`src/rtl/apb_i2s_host.sv`:
```
// APB initiator that configures the I2S transceiver, polls its FIFO status and
// moves samples between a valid/ready stream front-end and the Tx/Rx registers.
module apb_i2s_host #(
    parameter logic [31:0] BASE_ADDR = 32'h0,
    parameter logic [31:0] CTRL_OFS  = 32'h0,
    parameter logic [31:0] TX_OFS    = 32'h4,
    parameter logic [31:0] RX_OFS    = 32'h8,
    parameter logic [31:0] STAT_OFS  = 32'hC,
    parameter int unsigned POLL_GAP  = 4,
    parameter logic [31:0] STOP_WORD = 32'h0
) (
    input  logic        pclk,
    input  logic        preset,
    input  logic        start,
    input  logic [31:0] cfg_word,
    input  logic        stop,
    input  logic        tx_valid,
    input  logic [31:0] tx_data,
    output logic        tx_ready,
    output logic        rx_valid,
    output logic [31:0] rx_data,
    input  logic        rx_ready,
    output logic        psel,
    output logic        penable,
    output logic        pwrite,
    output logic [31:0] paddr,
    output logic [31:0] pwdata,
    input  logic [31:0] prdata,
    output logic        busy,
    output logic [3:0]  status_q
);

    typedef enum logic [3:0] {
        IDLE, CFG_S, CFG_A, POLL_S, POLL_A, DECIDE, TX_S, TX_A,
        RX_S, RX_A, GAP, STOP_S, STOP_A
    } state_t;

    state_t      state, state_n;
    logic        stop_pending;
    logic [7:0]  gap_cnt;
    logic        rx_want, tx_go;
    logic        psel_n, penable_n, pwrite_n;
    logic [31:0] paddr_n, pwdata_n;

    // status_q = {Tx_full, Tx_empty, Rx_full, Rx_empty}
    assign rx_want = !status_q[0] && !rx_valid;
    assign tx_go   = tx_valid && !status_q[3];
    assign busy    = (state != IDLE);

    always_ff @(posedge pclk or negedge preset) begin
        if (!preset) begin
            state <= IDLE;
        end else begin
            state <= state_n;
        end
    end

    always_comb begin
        state_n  = state;
        tx_ready = 1'b0;
        case (state)
            IDLE:    if (start) state_n = CFG_S;
            CFG_S:   state_n = CFG_A;
            CFG_A:   state_n = POLL_S;
            POLL_S:  state_n = POLL_A;
            POLL_A:  state_n = DECIDE;
            DECIDE: begin
                if (stop_pending) begin
                    state_n = STOP_S;
                end else if (rx_want) begin
                    state_n = RX_S;
                end else if (tx_go) begin
                    tx_ready = 1'b1;
                    state_n  = TX_S;
                end else begin
                    state_n = GAP;
                end
            end
            TX_S:    state_n = TX_A;
            TX_A:    state_n = POLL_S;
            RX_S:    state_n = RX_A;
            RX_A:    state_n = POLL_S;
            GAP:     if (gap_cnt <= 8'd1) state_n = POLL_S;
            STOP_S:  state_n = STOP_A;
            STOP_A:  state_n = IDLE;
            default: state_n = IDLE;
        endcase

        // APB outputs are registered from the next state so they line up with it
        psel_n    = 1'b0;
        penable_n = 1'b0;
        pwrite_n  = pwrite;
        paddr_n   = paddr;
        pwdata_n  = pwdata;
        case (state_n)
            CFG_S: begin
                psel_n   = 1'b1;
                pwrite_n = 1'b1;
                paddr_n  = BASE_ADDR + CTRL_OFS;
                pwdata_n = cfg_word;
            end
            POLL_S: begin
                psel_n   = 1'b1;
                pwrite_n = 1'b0;
                paddr_n  = BASE_ADDR + STAT_OFS;
            end
            TX_S: begin
                psel_n   = 1'b1;
                pwrite_n = 1'b1;
                paddr_n  = BASE_ADDR + TX_OFS;
                pwdata_n = tx_data;
            end
            RX_S: begin
                psel_n   = 1'b1;
                pwrite_n = 1'b0;
                paddr_n  = BASE_ADDR + RX_OFS;
            end
            STOP_S: begin
                psel_n   = 1'b1;
                pwrite_n = 1'b1;
                paddr_n  = BASE_ADDR + CTRL_OFS;
                pwdata_n = STOP_WORD;
            end
            CFG_A, POLL_A, TX_A, RX_A, STOP_A: begin
                psel_n    = 1'b1;
                penable_n = 1'b1;
            end
            default: ;
        endcase
    end

    always_ff @(posedge pclk or negedge preset) begin
        if (!preset) begin
            psel    <= 1'b0;
            penable <= 1'b0;
            pwrite  <= 1'b0;
            paddr   <= 32'h0;
            pwdata  <= 32'h0;
        end else begin
            psel    <= psel_n;
            penable <= penable_n;
            pwrite  <= pwrite_n;
            paddr   <= paddr_n;
            pwdata  <= pwdata_n;
        end
    end

    // A stop is only honoured in DECIDE, so any transfer in flight finishes first
    always_ff @(posedge pclk or negedge preset) begin
        if (!preset) begin
            stop_pending <= 1'b0;
        end else if (state == STOP_A) begin
            stop_pending <= 1'b0;
        end else if (stop && state != IDLE) begin
            stop_pending <= 1'b1;
        end
    end

    always_ff @(posedge pclk or negedge preset) begin
        if (!preset) begin
            gap_cnt <= 8'd0;
        end else if (state_n == GAP && state != GAP) begin
            gap_cnt <= 8'(POLL_GAP);
        end else if (state == GAP) begin
            gap_cnt <= gap_cnt - 8'd1;
        end
    end

    always_ff @(posedge pclk or negedge preset) begin
        if (!preset) begin
            status_q <= 4'b0101;
        end else if (state == POLL_A) begin
            status_q <= prdata[3:0];
        end
    end

    // Holding register: survives stop, blocks further Rx reads until drained
    always_ff @(posedge pclk or negedge preset) begin
        if (!preset) begin
            rx_valid <= 1'b0;
            rx_data  <= 32'h0;
        end else if (state == RX_A) begin
            rx_valid <= 1'b1;
            rx_data  <= prdata;
        end else if (rx_valid && rx_ready) begin
            rx_valid <= 1'b0;
        end
    end

endmodule

```
`config.mk`:
```
export PLATFORM = sky130hd
export DESIGN_NAME = apb_i2s_host
export DESIGN_NICKNAME = d
export VERILOG_FILES = /design/src/rtl/apb_i2s_host.sv
export SDC_FILE = /design/constraint.sdc
export NUM_CORES = 1
export LEC_CHECK = 0
export CAP_MARGIN = 30
export CORE_ASPECT_RATIO = 0.7
export CORE_UTILIZATION = 35
export CTS_CLUSTER_SIZE = 30
export DETAILED_ROUTE_END_ITERATION = 8
export GPL_TIMING_DRIVEN = 0
export PLACE_DENSITY_LB_ADDON = 0.1
export SYNTH_ARGS = -nofsm -noshare
export SYNTH_HDL_FRONTEND = slang
export SYNTH_SLANG_ARGS = --single-unit
```
`constraint.sdc`:
```
create_clock -name pclk -period 5.89 [get_ports pclk]
set_input_delay 0.8835 -clock pclk [delete_from_list [all_inputs] [get_ports pclk]]
set_output_delay 0.8835 -clock pclk [all_outputs]
set_load 0.05 [all_outputs]
```
==> results of run 1 <==
-- per-layer routing --
metal	global-route usage [%]	up-vias	wire, um
met5	0	-	0
met2	32.5	136	5590
met1	25.5	1908	5410
li1	-	1978	-
met3	7.66	11	1070
met4	6.16	0	153
-- through the flow --
step                setup WS (ns)  power [W]
floorplan                    2.73    0.00265
global placement            0.588    0.00342
detailed placement           1.36    0.00345
CTS                          1.35    0.00410
global route                 1.10    0.00431
finish                       1.37    0.00407
-- worst max-delay path, cell delays in order --
cell and delay, ns:
sky130_fd_sc_hd__clkdlybuf4s50_1 0.45, sky130_fd_sc_hd__nor3b_1 0.40, sky130_fd_sc_hd__nand2_1 0.19, sky130_fd_sc_hd__nor3_2 0.36, sky130_fd_sc_hd__clkbuf_1 0.44, sky130_fd_sc_hd__clkdlybuf4s50_1 0.89
-- Yosys cell counts, types with 2 or more instances --
cell type                  number
sky130_fd_sc_hd__nor4_1         2
sky130_fd_sc_hd__dfrtp_1       85
sky130_fd_sc_hd__or2_2          4
sky130_fd_sc_hd__a21oi_1       37
sky130_fd_sc_hd__inv_1          7
sky130_fd_sc_hd__nor3_1         5
sky130_fd_sc_hd__o21ai_0       45
sky130_fd_sc_hd__dfstp_2        2
sky130_fd_sc_hd__or3_1          3
sky130_fd_sc_hd__nand2_1      143
sky130_fd_sc_hd__nand2b_1       3
sky130_fd_sc_hd__nand3b_1       3
sky130_fd_sc_hd__clkbuf_1      19
sky130_fd_sc_hd__ha_1           2
sky130_fd_sc_hd__mux2_2         4
sky130_fd_sc_hd__nor2b_1        6
sky130_fd_sc_hd__nand3_1        4
sky130_fd_sc_hd__and2_1         2
sky130_fd_sc_hd__buf_4         32
sky130_fd_sc_hd__a211oi_1       3
sky130_fd_sc_hd__buf_6          2
sky130_fd_sc_hd__nor2_1        41
sky130_fd_sc_hd__buf_2          2
-- area by class of cell --
cell class	instances	area [um2]	share of cell area (%)
buffer	55	344	5.18
clock buffer	10	239	3.59
clock inverter	6	91.3	1.37
inverter	7	26.3	0.395
multi-input combinational	364	1770	26.7
sequential	87	2180	32.8
tap	157	196	2.96
timing repair buffer	178	1800	27.0
-- power breakdown --
group / total (W) / internal (W) / leakage, nW / switching [W]
registers: 0.00107 / 0.000898 / 0.993 / 0.000173
clock network: 0.000628 / 0.000385 / 0.163 / 0.000242
logic: 0.00237 / 0.000803 / 1.73 / 0.00157
total: 0.00407 / 0.00209 / 2.88 / 0.00198
-- worst paths after layout --
check,end,depth (start not counted),start,slack [ns]
hold / removal,rx_data[25]$_DFFE_PN0P_,2,rx_data[25]$_DFFE_PN0P_,0.47
max in group asynchronous,status_q[0]$_DFFE_PN1P_,2,preset,4.71
min in group asynchronous,pwdata[26]$_DFFE_PN0P_,1,preset,0.49
setup / recovery,tx_ready,6,tx_valid,1.37
hold reg to reg,rx_data[25]$_DFFE_PN0P_,2,rx_data[25]$_DFFE_PN0P_,0.47
setup reg to reg,gap_cnt[2]$_DFFE_PN0P_,5,gap_cnt[2]$_DFFE_PN0P_,3.39
-- registers in the layout (all words and copies together), names as in the netlist --
name          flops
pwdata           32
rx_data          32
gap_cnt           8
state             4
status_q          4
paddr             2
penable           1
psel              1
pwrite            1
rx_valid          1
stop_pending      1
-- cell families (layout without fill, tap and decap cells) --
kind of cell | count (synthesis) | in the layout
buffers and inverters | 62 | 256
muxes | 5 | 5
and+or+nand+nor | 227 | 227
AOI/OAI and AO/OA | 100 | 100
adders and majority gates | 2 | 2
other | 1 | 30
DFF | 87 | 87
==> flow_results.xml, run 1 <==
<?xml version="1.0" encoding="UTF-8"?>
<metrics>
  <group name="routing">
    <metric name="first_iter_violations" unit="">158</metric>
    <metric name="firstDrtPassIters" unit="">4</metric>
    <metric name="post_detailed_route_drc_marker_count" unit="">0</metric>
    <metric name="wl_per_cell" unit="um">14.1</metric>
    <metric name="ant_nets" unit="">0</metric>
    <metric name="post_drt_via_cell_ratio" unit="">4.67</metric>
    <metric name="routed_wirelength" unit="um">12200</metric>
    <metric name="dr_total_vias" unit="">4033</metric>
  </group>
  <group name="clocking">
    <metric name="clk_root_buffer_cell" unit="">sky130_fd_sc_hd__clkbuf_16</metric>
    <metric name="htreeDepth" unit="">3</metric>
    <metric name="clock_insertion_delay_worst_skew" unit="ns">0.34</metric>
    <metric name="cts_made_buffers" unit="">9</metric>
    <metric name="post-cts-setup-buffers" unit="">0</metric>
    <metric name="post_cts_resized" unit="">0</metric>
    <metric name="clk_path_buf_depth" unit="">2</metric>
    <metric name="clock_sinks" unit="">87</metric>
    <metric name="clkSlewWorstSetupHoldPaths" unit="ns">0.07</metric>
    <metric name="tritoncts" unit="">built</metric>
    <metric name="ctsHoldBuffers" unit="">0</metric>
  </group>
  <group name="finish">
    <metric name="final_cell_mix" unit="">sky130_fd_sc_hd__clkdlybuf4s50_1 (176), sky130_fd_sc_hd__nand2_1 (143), sky130_fd_sc_hd__dfrtp_1 (85), sky130_fd_sc_hd__o21ai_0 (45), sky130_fd_sc_hd__nor2_1 (41)</metric>
    <metric name="post_layout_nonfiller_instances" unit="">864</metric>
    <metric name="areaGrowthSynthToFinish" unit="%">57.7</metric>
    <metric name="num_antenna_cells" unit="">0</metric>
    <metric name="final_area" unit="um2">6650</metric>
    <metric name="fill_cells" unit="">1075</metric>
    <metric name="design.final.nets" unit="">806</metric>
    <metric name="utilization" unit="%">56.7</metric>
    <metric name="layout.cells.most_common" unit="">sky130_fd_sc_hd__clkdlybuf4s50_1</metric>
    <metric name="layout-drive-gt1-share" unit="%">10.2</metric>
  </group>
  <group name="placed_design">
    <metric name="cell_count_after_placement" unit="">848</metric>
    <metric name="hpwl" unit="um">9160</metric>
    <metric name="gp_congestion" unit="">0.842</metric>
    <metric name="placement.cell_area" unit="um2">6320</metric>
    <metric name="place.port_buffers" unit="">177</metric>
  </group>
  <group name="setup_path">
    <metric name="worstPathMaxFanout" unit="">10</metric>
    <metric name="critical_path.endpoint_type" unit="">output pin</metric>
    <metric name="cp.arrival" unit="ns">3.64</metric>
    <metric name="crit_path_start_kind" unit="">input port</metric>
    <metric name="timing.setup.critical_path_class" unit="">input port to output pin</metric>
    <metric name="cp_data_required_time" unit="ns">5.01</metric>
  </group>
  <group name="yosys">
    <metric name="share_of_synthesized_registers_carrying_an_async_set_or_reset" unit="%">100</metric>
    <metric name="synth_area_per_inst" unit="um2">8.71</metric>
    <metric name="share_of_the_synthesized_area_in_the_top_cell_type" unit="%">50.5</metric>
    <metric name="synth_adder_area_share" unit="%">0.594</metric>
    <metric name="syn-instance-count" unit="">484</metric>
    <metric name="synthFlopType" unit="">sky130_fd_sc_hd__dfrtp_1</metric>
    <metric name="synth-seq-area-share" unit="%">51.7</metric>
    <metric name="synth_simple_gate_area_share" unit="%">23.6</metric>
    <metric name="yosys.cell_types.count" unit="">51</metric>
    <metric name="synth_compound_area_share" unit="%">13.9</metric>
    <metric name="synth_seq_cells" unit="">87</metric>
    <metric name="yosysTopAreaCell" unit="">sky130_fd_sc_hd__dfrtp_1</metric>
    <metric name="synth.mux.area_fraction" unit="%">1.31</metric>
    <metric name="synth_top_family_by_area" unit="">simple AND/OR/NAND/NOR gates</metric>
    <metric name="synth_area" unit="um2">4220</metric>
    <metric name="synth_xor_xnor_area_share" unit="%">0</metric>
    <metric name="yosysWarnings" unit="">0</metric>
    <metric name="synth-edff-count" unit="">0</metric>
    <metric name="ranking_of_synthesized_cells_by_area" unit="">sky130_fd_sc_hd__dfrtp_1 (50%), sky130_fd_sc_hd__nand2_1 (13%), sky130_fd_sc_hd__buf_4 (5.7%), sky130_fd_sc_hd__o21ai_0 (5.3%), sky130_fd_sc_hd__a21oi_1 (4.4%)</metric>
  </group>
  <group name="grt">
    <metric name="global_route.overflow_total" unit="">0</metric>
    <metric name="grt_first_pass_wirelength" unit="um">19600</metric>
    <metric name="globalRouteTotalUtil" unit="%">20.3</metric>
    <metric name="largest_net_degree_at_the_start_of_global_routing" unit="">56</metric>
    <metric name="via_count_of_the_first_global_routing_pass" unit="">3984</metric>
    <metric name="antenna_found_initial" unit="">0</metric>
  </group>
  <group name="floorplan">
    <metric name="num_ports" unit="">208</metric>
    <metric name="core-area" unit="um2">11700</metric>
    <metric name="fp-row-count" unit="">33</metric>
    <metric name="die_area" unit="um2">12500</metric>
    <metric name="die-height" unit="um">93.8</metric>
    <metric name="die_x" unit="um">133</metric>
    <metric name="floorplan.initialDensity" unit="%">35.9</metric>
  </group>
  <group name="sta">
    <metric name="fin_setup_tns" unit="ns">0</metric>
    <metric name="maxClockFrequency" unit="MHz">221</metric>
    <metric name="finalSetupViolations" unit="">0</metric>
    <metric name="rsz0062_at_grt" unit="">no</metric>
    <metric name="slew-limit-headroom" unit="%">51.9</metric>
    <metric name="worstMarginPinSlew" unit="ns">0.714</metric>
    <metric name="hold_viol_final" unit="">0</metric>
    <metric name="slew_violations" unit="">0</metric>
    <metric name="min_period_over_period" unit="%">76.7</metric>
    <metric name="worst_clock_skew" unit="ns">0.00758</metric>
    <metric name="finalHoldWorstSlack" unit="ns">0.475</metric>
    <metric name="period_minus_slack" unit="ns">4.52</metric>
  </group>
  <group name="flow_run">
    <metric name="timing.max_cap.violations" unit="">0</metric>
  </group>
  <group name="power">
    <metric name="power.leakage" unit="nW">2.88</metric>
    <metric name="power.ir.vdd_worst" unit="uV">358</metric>
    <metric name="power.density" unit="nW/um2">612</metric>
  </group>
  <group name="worst_hold_path">
    <metric name="hold_path.class" unit="">flop to flop</metric>
  </group>
  <group name="status">
    <metric name="run_status" unit="">finished, final reports clean</metric>
  </group>
</metrics>
Note: power is estimated with default switching activity, not from simulation.
==> inputs of run 2 (changes only) <==
==> constraint.sdc (replaced) <==
create_clock -name pclk -period 3.6 [get_ports pclk]
set_input_delay 0.54 -clock pclk [delete_from_list [all_inputs] [get_ports pclk]]
set_output_delay 0.54 -clock pclk [all_outputs]
set_load 0.05 [all_outputs]
==> run 2 against run 1 <==
Effect of this change:
- wire length unchanged
- largest cell class unchanged
- largest power group unchanged
- clock skew about the same
- first-iteration DRC count unchanged
- critical endpoint unchanged
==> flow_results.xml, run 2 (synthesis gave the netlist of run 1 again) <==
<?xml version="1.0" encoding="UTF-8"?>
<metrics>
  <group name="power">
    <metric name="switchingPower" unit="W">0.00324</metric>
    <metric name="switching_share" unit="%">48.7</metric>
    <metric name="design_internal_power" unit="W">0.00341</metric>
    <metric name="power.leakage" unit="nW">2.89</metric>
    <metric name="power.sequential.fraction" unit="%">26.3</metric>
    <metric name="power.density" unit="nW/um2">1000</metric>
    <metric name="combPwrFrac" unit="%">58.2</metric>
    <metric name="power.ir.vdd_worst" unit="uV">586</metric>
    <metric name="total_power" unit="W">0.00666</metric>
    <metric name="p_clk_share" unit="%">15.4</metric>
  </group>
  <group name="setup_path">
    <metric name="crit_path_start_kind" unit="">input port</metric>
    <metric name="timing.setup.critical_path_class" unit="">input port to output pin</metric>
    <metric name="worstPathMaxFanout" unit="">10</metric>
    <metric name="cp.arrival" unit="ns">2.60</metric>
    <metric name="critical_path.endpoint_type" unit="">output pin</metric>
    <metric name="cp_data_required_time" unit="ns">3.06</metric>
    <metric name="r2r_cells" unit="">5</metric>
  </group>
  <group name="grt">
    <metric name="global_route.overflow_total" unit="">0</metric>
    <metric name="grt_first_pass_wirelength" unit="um">19600</metric>
    <metric name="via_count_of_the_first_global_routing_pass" unit="">3984</metric>
    <metric name="antenna_found_initial" unit="">0</metric>
    <metric name="largest_net_degree_at_the_start_of_global_routing" unit="">56</metric>
    <metric name="globalRouteTotalUtil" unit="%">20.3</metric>
  </group>
  <group name="sta">
    <metric name="hold_viol_final" unit="">0</metric>
    <metric name="worstMarginPinSlew" unit="ns">0.714</metric>
    <metric name="slew-limit-headroom" unit="%">51.9</metric>
    <metric name="finalSetupViolations" unit="">0</metric>
    <metric name="finalHoldWorstSlack" unit="ns">0.149</metric>
    <metric name="rsz0062_at_grt" unit="">no</metric>
    <metric name="fin_setup_tns" unit="ns">0</metric>
    <metric name="period_minus_slack" unit="ns">3.14</metric>
    <metric name="min_period_over_period" unit="%">87.2</metric>
    <metric name="maxClockFrequency" unit="MHz">318</metric>
    <metric name="worst_clock_skew" unit="ns">0.00758</metric>
    <metric name="slew_violations" unit="">0</metric>
  </group>
  <group name="finish">
    <metric name="final_cell_mix" unit="">sky130_fd_sc_hd__clkdlybuf4s50_1 (175), sky130_fd_sc_hd__nand2_1 (143), sky130_fd_sc_hd__dfrtp_1 (85), sky130_fd_sc_hd__o21ai_0 (45), sky130_fd_sc_hd__nor2_1 (41)</metric>
    <metric name="fill_cells" unit="">1075</metric>
    <metric name="post_layout_nonfiller_instances" unit="">864</metric>
    <metric name="num_antenna_cells" unit="">0</metric>
    <metric name="design.final.nets" unit="">806</metric>
    <metric name="utilization" unit="%">56.7</metric>
    <metric name="layout-drive-gt1-share" unit="%">10.5</metric>
    <metric name="layout.cells.most_common" unit="">sky130_fd_sc_hd__clkdlybuf4s50_1</metric>
    <metric name="biggestRegsByFlops" unit="">pwdata (32), rx_data (32), gap_cnt (8)</metric>
    <metric name="areaGrowthSynthToFinish" unit="%">57.6</metric>
  </group>
  <group name="placed_design">
    <metric name="gp_congestion" unit="">0.842</metric>
    <metric name="hpwl" unit="um">9160</metric>
    <metric name="cell_count_after_placement" unit="">848</metric>
    <metric name="place.port_buffers" unit="">177</metric>
  </group>
  <group name="clocking">
    <metric name="clock_insertion_delay_worst_skew" unit="ns">0.34</metric>
    <metric name="clk_root_buffer_cell" unit="">sky130_fd_sc_hd__clkbuf_16</metric>
    <metric name="clk_path_buf_depth" unit="">2</metric>
    <metric name="tritoncts" unit="">built</metric>
    <metric name="clock_sinks" unit="">87</metric>
    <metric name="ctsHoldBuffers" unit="">0</metric>
    <metric name="htreeDepth" unit="">3</metric>
    <metric name="clkSlewWorstSetupHoldPaths" unit="ns">0.06</metric>
    <metric name="cts_made_buffers" unit="">9</metric>
  </group>
  <group name="status">
    <metric name="run_status" unit="">finished, final reports clean</metric>
  </group>
  <group name="routing">
    <metric name="wl_per_cell" unit="um">14.1</metric>
    <metric name="post_detailed_route_drc_marker_count" unit="">0</metric>
    <metric name="firstDrtPassIters" unit="">4</metric>
    <metric name="first_iter_violations" unit="">158</metric>
    <metric name="post_drt_via_cell_ratio" unit="">4.67</metric>
    <metric name="routed_wirelength" unit="um">12200</metric>
    <metric name="dr_total_vias" unit="">4033</metric>
    <metric name="ant_nets" unit="">0</metric>
  </group>
  <group name="floorplan">
    <metric name="die-height" unit="um">93.8</metric>
    <metric name="core-area" unit="um2">11700</metric>
    <metric name="num_ports" unit="">208</metric>
    <metric name="floorplan.initialDensity" unit="%">35.9</metric>
    <metric name="fp-row-count" unit="">33</metric>
    <metric name="die_area" unit="um2">12500</metric>
    <metric name="die_x" unit="um">133</metric>
  </group>
  <group name="flow_run">
    <metric name="timing.max_cap.violations" unit="">0</metric>
  </group>
  <group name="worst_hold_path">
    <metric name="hold_path.class" unit="">input port to async pin</metric>
  </group>
</metrics>
run 2: cell count changes in the layout (fill, tap and decap cells not counted), sizes merged:
| cell | previous run | this run |
|---|---|---|
| clkbuf | 29 | 30 |
| clkdlybuf4s50 | 176 | 175 |
run 2: layout make-up:
class                           count  area (um2)  share of cell area (%)
Buffer                             55         345                    5.20
Timing Repair Buffer              178        1790                    27.0
Tap cell                          157         196                    2.96
Clock buffer                       10         239                    3.60
Sequential cell                    87        2180                    32.8
Inverter                            7        26.3                   0.395
Multi-Input combinational cell    364        1770                    26.7
Clock inverter                      6        91.3                    1.37
run 2: what timing repair did:
item | 4_1_cts | 5_1_grt
gates resized for setup | 1 | 4
endpoints found under the setup margin | 1 | 1
setup buffers | 0 | 0
endpoints found under the hold margin | 0 | 0
run 2: layer usage:
metal | up-vias | global-route usage [%] | share of wire (%)
li1 | 1978 | - | -
met1 | 1908 | 25.5 | 44
met2 | 136 | 32.5 | 46
met3 | 11 | 7.66 | 8.8
met4 | 0 | 6.16 | 1.3
met5 | - | 0 | 0
run 2: metrics by stage:
| step | area [um2] | setup slack, ns |
|---|---|---|
| floorplan | 4320 | 1.04 |
| detailed placement | 6320 | -0.246 |
| global placement | 6290 | -1.36 |
| global route | 6640 | 0.212 |
| finish | 6640 | 0.460 |
| CTS | 6650 | 0.0591 |
run 2: power groups by stage:
stage | Sequential, W | Combinational (W) | Clock, W
after floorplan | 0.00317 | 0.00116 | 0
after global placement | 0.00174 | 0.00385 | 0
final | 0.00175 | 0.00388 | 0.00103
after CTS | 0.00176 | 0.00389 | 0.00105
after global routing | 0.00182 | 0.00414 | 0.00109
after detailed placement | 0.00176 | 0.00388 | 0
run 2: critical path: stages:
cell,delay (ns)
sky130_fd_sc_hd__clkdlybuf4s50_1,0.45
sky130_fd_sc_hd__nor3b_1,0.40
sky130_fd_sc_hd__nand2_1,0.19
sky130_fd_sc_hd__nor3_2,0.36
sky130_fd_sc_hd__clkbuf_2,0.32
sky130_fd_sc_hd__clkbuf_2,0.32
run 2: path summary, 6_finish.rpt:
kind,start,endpoint,slack (ns)
min in group pclk,rx_data[25]$_DFFE_PN0P_,rx_data[25]$_DFFE_PN0P_,0.47
max,tx_valid,tx_ready,0.46
max reg2reg,gap_cnt[2]$_DFFE_PN0P_,gap_cnt[2]$_DFFE_PN0P_,1.10
max in group asynchronous,preset,status_q[0]$_DFFE_PN1P_,2.76
min,preset,pwdata[26]$_DFFE_PN0P_,0.15
min reg2reg,rx_data[25]$_DFFE_PN0P_,rx_data[25]$_DFFE_PN0P_,0.47
==> inputs of run 3 (changes only) <==
--- a/config.mk
+++ b/config.mk
@@ -8,10 +8,12 @@
 export CAP_MARGIN = 30
 export CORE_ASPECT_RATIO = 0.7
 export CORE_UTILIZATION = 35
+export CTS_BUF_LIST = sky130_fd_sc_hd__clkbuf_8
 export CTS_CLUSTER_SIZE = 30
 export DETAILED_ROUTE_END_ITERATION = 8
 export GPL_TIMING_DRIVEN = 0
 export PLACE_DENSITY_LB_ADDON = 0.1
+export SLEW_MARGIN = 15
 export SYNTH_ARGS = -nofsm -noshare
 export SYNTH_HDL_FRONTEND = slang
 export SYNTH_SLANG_ARGS = --single-unit
==> run 3 against run 2 <==
Effect of this change:
- core utilization shrank 0.86 points
- highest routed layer unchanged
- largest cell class unchanged
- critical path depth stayed put
- clock skew is 0.0052 ns higher
- die area unchanged
- flip-flop and latch count unchanged
==> flow_results.xml, run 3 (synthesis gave the netlist of run 1 again) <==
<?xml version="1.0" encoding="UTF-8"?>
<metrics>
  <group name="status">
    <metric name="run_status" unit="">finished, final reports clean</metric>
  </group>
  <group name="floorplan">
    <metric name="fp-row-count" unit="">33</metric>
    <metric name="die_x" unit="um">133</metric>
    <metric name="core-area" unit="um2">11700</metric>
    <metric name="num_ports" unit="">208</metric>
    <metric name="die_area" unit="um2">12500</metric>
    <metric name="die-height" unit="um">93.8</metric>
    <metric name="floorplan.initialDensity" unit="%">35.9</metric>
  </group>
  <group name="placed_design">
    <metric name="cell_count_after_placement" unit="">848</metric>
    <metric name="gp_congestion" unit="">0.842</metric>
    <metric name="place.port_buffers" unit="">177</metric>
    <metric name="hpwl" unit="um">9160</metric>
  </group>
  <group name="setup_path">
    <metric name="critical_path.endpoint_type" unit="">output pin</metric>
    <metric name="crit_path_start_kind" unit="">input port</metric>
    <metric name="timing.critical_path.cells" unit="">clkdlybuf4s50_1 &gt; nor3b_1 &gt; nand2_1 &gt; nor3_2 &gt; clkbuf_2 &gt; clkbuf_2</metric>
    <metric name="critical_path.reg2reg.endpoint" unit="">gap_cnt[2]$_DFFE_PN0P_</metric>
    <metric name="regToRegSetupSlack" unit="ns">1.07</metric>
    <metric name="r2r_cells" unit="">5</metric>
    <metric name="cp.arrival" unit="ns">2.59</metric>
    <metric name="critPathMaxStageDelay" unit="ns">0.45</metric>
    <metric name="cp_data_required_time" unit="ns">3.06</metric>
    <metric name="timing.setup.critical_path_class" unit="">input port to output pin</metric>
    <metric name="crit_slowest_cell" unit="">sky130_fd_sc_hd__clkdlybuf4s50_1</metric>
    <metric name="path_buf_inv" unit="">3</metric>
    <metric name="cpMostUsedCell" unit="">sky130_fd_sc_hd__clkbuf_2</metric>
    <metric name="worstReg2RegStart" unit="">gap_cnt[2]$_DFFE_PN0P_</metric>
    <metric name="worstPathMaxFanout" unit="">10</metric>
    <metric name="path_delay_family" unit="">buffers and inverters</metric>
  </group>
  <group name="sta">
    <metric name="worst_clock_skew" unit="ns">0.0127</metric>
    <metric name="slew-limit-headroom" unit="%">52.0</metric>
    <metric name="period_minus_slack" unit="ns">3.13</metric>
    <metric name="hold_viol_final" unit="">0</metric>
    <metric name="min_period_over_period" unit="%">87.0</metric>
    <metric name="finalSetupViolations" unit="">0</metric>
    <metric name="rsz0062_at_grt" unit="">no</metric>
    <metric name="worstMarginPinSlew" unit="ns">0.714</metric>
    <metric name="slew_violations" unit="">0</metric>
    <metric name="maxClockFrequency" unit="MHz">319</metric>
  </group>
  <group name="routing">
    <metric name="post_drt_via_cell_ratio" unit="">4.68</metric>
    <metric name="dr_total_vias" unit="">4045</metric>
    <metric name="ant_nets" unit="">0</metric>
    <metric name="wl_per_cell" unit="um">14.1</metric>
    <metric name="first_iter_violations" unit="">169</metric>
    <metric name="firstDrtPassIters" unit="">5</metric>
    <metric name="post_detailed_route_drc_marker_count" unit="">0</metric>
    <metric name="routed_wirelength" unit="um">12200</metric>
  </group>
  <group name="finish">
    <metric name="multiInputGateArea" unit="um2">1770</metric>
    <metric name="post_layout_nonfiller_instances" unit="">864</metric>
    <metric name="fill_cells" unit="">1083</metric>
    <metric name="areaGrowthSynthToFinish" unit="%">55.2</metric>
    <metric name="layout.cells.most_common" unit="">sky130_fd_sc_hd__clkdlybuf4s50_1</metric>
    <metric name="num_antenna_cells" unit="">0</metric>
    <metric name="design.final.nets" unit="">806</metric>
    <metric name="utilization" unit="%">55.8</metric>
    <metric name="layout-drive-gt1-share" unit="%">10.5</metric>
    <metric name="biggestRegsByFlops" unit="">pwdata (32), rx_data (32), gap_cnt (8)</metric>
    <metric name="final_cell_mix" unit="">sky130_fd_sc_hd__clkdlybuf4s50_1 (175), sky130_fd_sc_hd__nand2_1 (143), sky130_fd_sc_hd__dfrtp_1 (85), sky130_fd_sc_hd__o21ai_0 (45), sky130_fd_sc_hd__nor2_1 (41)</metric>
    <metric name="regArea" unit="um2">2180</metric>
  </group>
  <group name="power">
    <metric name="power.ir.vdd_worst" unit="uV">537</metric>
    <metric name="power.density" unit="nW/um2">979</metric>
    <metric name="power.leakage" unit="nW">2.84</metric>
  </group>
  <group name="clocking">
    <metric name="post-cts-setup-buffers" unit="">0</metric>
    <metric name="clock_insertion_delay_worst_skew" unit="ns">0.36</metric>
    <metric name="cts_made_buffers" unit="">9</metric>
    <metric name="clock_sinks" unit="">87</metric>
    <metric name="clk_path_buf_depth" unit="">2</metric>
    <metric name="clk_root_buffer_cell" unit="">sky130_fd_sc_hd__clkbuf_8</metric>
    <metric name="ctsHoldBuffers" unit="">0</metric>
    <metric name="tritoncts" unit="">built</metric>
    <metric name="clkSlewWorstSetupHoldPaths" unit="ns">0.09</metric>
    <metric name="htreeDepth" unit="">3</metric>
  </group>
  <group name="grt">
    <metric name="grt_first_pass_wirelength" unit="um">19600</metric>
    <metric name="antenna_found_initial" unit="">0</metric>
    <metric name="via_count_of_the_first_global_routing_pass" unit="">3975</metric>
    <metric name="largest_net_degree_at_the_start_of_global_routing" unit="">56</metric>
    <metric name="global_route.overflow_total" unit="">0</metric>
    <metric name="globalRouteTotalUtil" unit="%">20.2</metric>
  </group>
  <group name="worst_hold_path">
    <metric name="hold_path.class" unit="">input port to async pin</metric>
  </group>
  <group name="flow_run">
    <metric name="timing.max_cap.violations" unit="">0</metric>
  </group>
</metrics>
==> run 3: cell counts in the layout (fill, tap and decap cells not counted) <==
No cell type changed its count.
==> run 3: per-stage QoR <==
stage	total power, W	instance area [um2]	setup TNS (ns)	worst slack, ns	hold WS, ns
4_1_cts	0.00645	6550	0	0.0591	0.115
5_1_grt	0.00679	6540	0	0.212	0.137
3_5_place_dp	0.00565	6320	-0.246	-0.246	0.461
3_3_place_gp	0.00559	6290	-115.42	-1.36	0.457
2_1_floorplan	0.00433	4320	0	1.04	0.244
6_report	0.00641	6540	0	0.467	0.120
==> run 3: power breakdown <==
group,switching [W],leakage (nW),internal (W)
clock,0.000364,0.117,0.000414
sequential,0.000283,0.993,0.00147
combinational,0.00256,1.73,0.00131
==> run 3: final cells by class <==
type,count,area share [%]
sequential,87,33.3
timing repair buffer,178,27.4
multi-input combinational,364,27.1
buffer,55,5.28
tap,157,3.00
clock buffer,10,2.10
clock inverter,6,1.40
inverter,7,0.402
==> run 3: worst max-delay path by stage <==
stage / startpoint / to / slack [ns] / depth (start not counted)
after global placement: preset / rx_data[18]$_DFFE_PN0P_ / -1.36 / 1
after CTS: tx_valid / tx_ready / 0.06 / 6
after global routing: tx_valid / tx_ready / 0.21 / 6
after floorplan: status_q[3]$_DFFE_PN0P_ / tx_ready / 1.04 / 4
after detailed placement: tx_valid / tx_ready / -0.25 / 6
final: tx_valid / tx_ready / 0.47 / 6
==> run 3: per-layer routing <==
metal	global-route usage, %	wire (um)
met5	0	0
met4	6.16	166
met3	7.98	1150
met2	32.2	5550
met1	25.4	5290
==> run 3: repair_timing <==
action | CTS | global route
resized for setup | 1 | 4
setup endpoints to repair | 1 | 1
cloned | 0 | 0
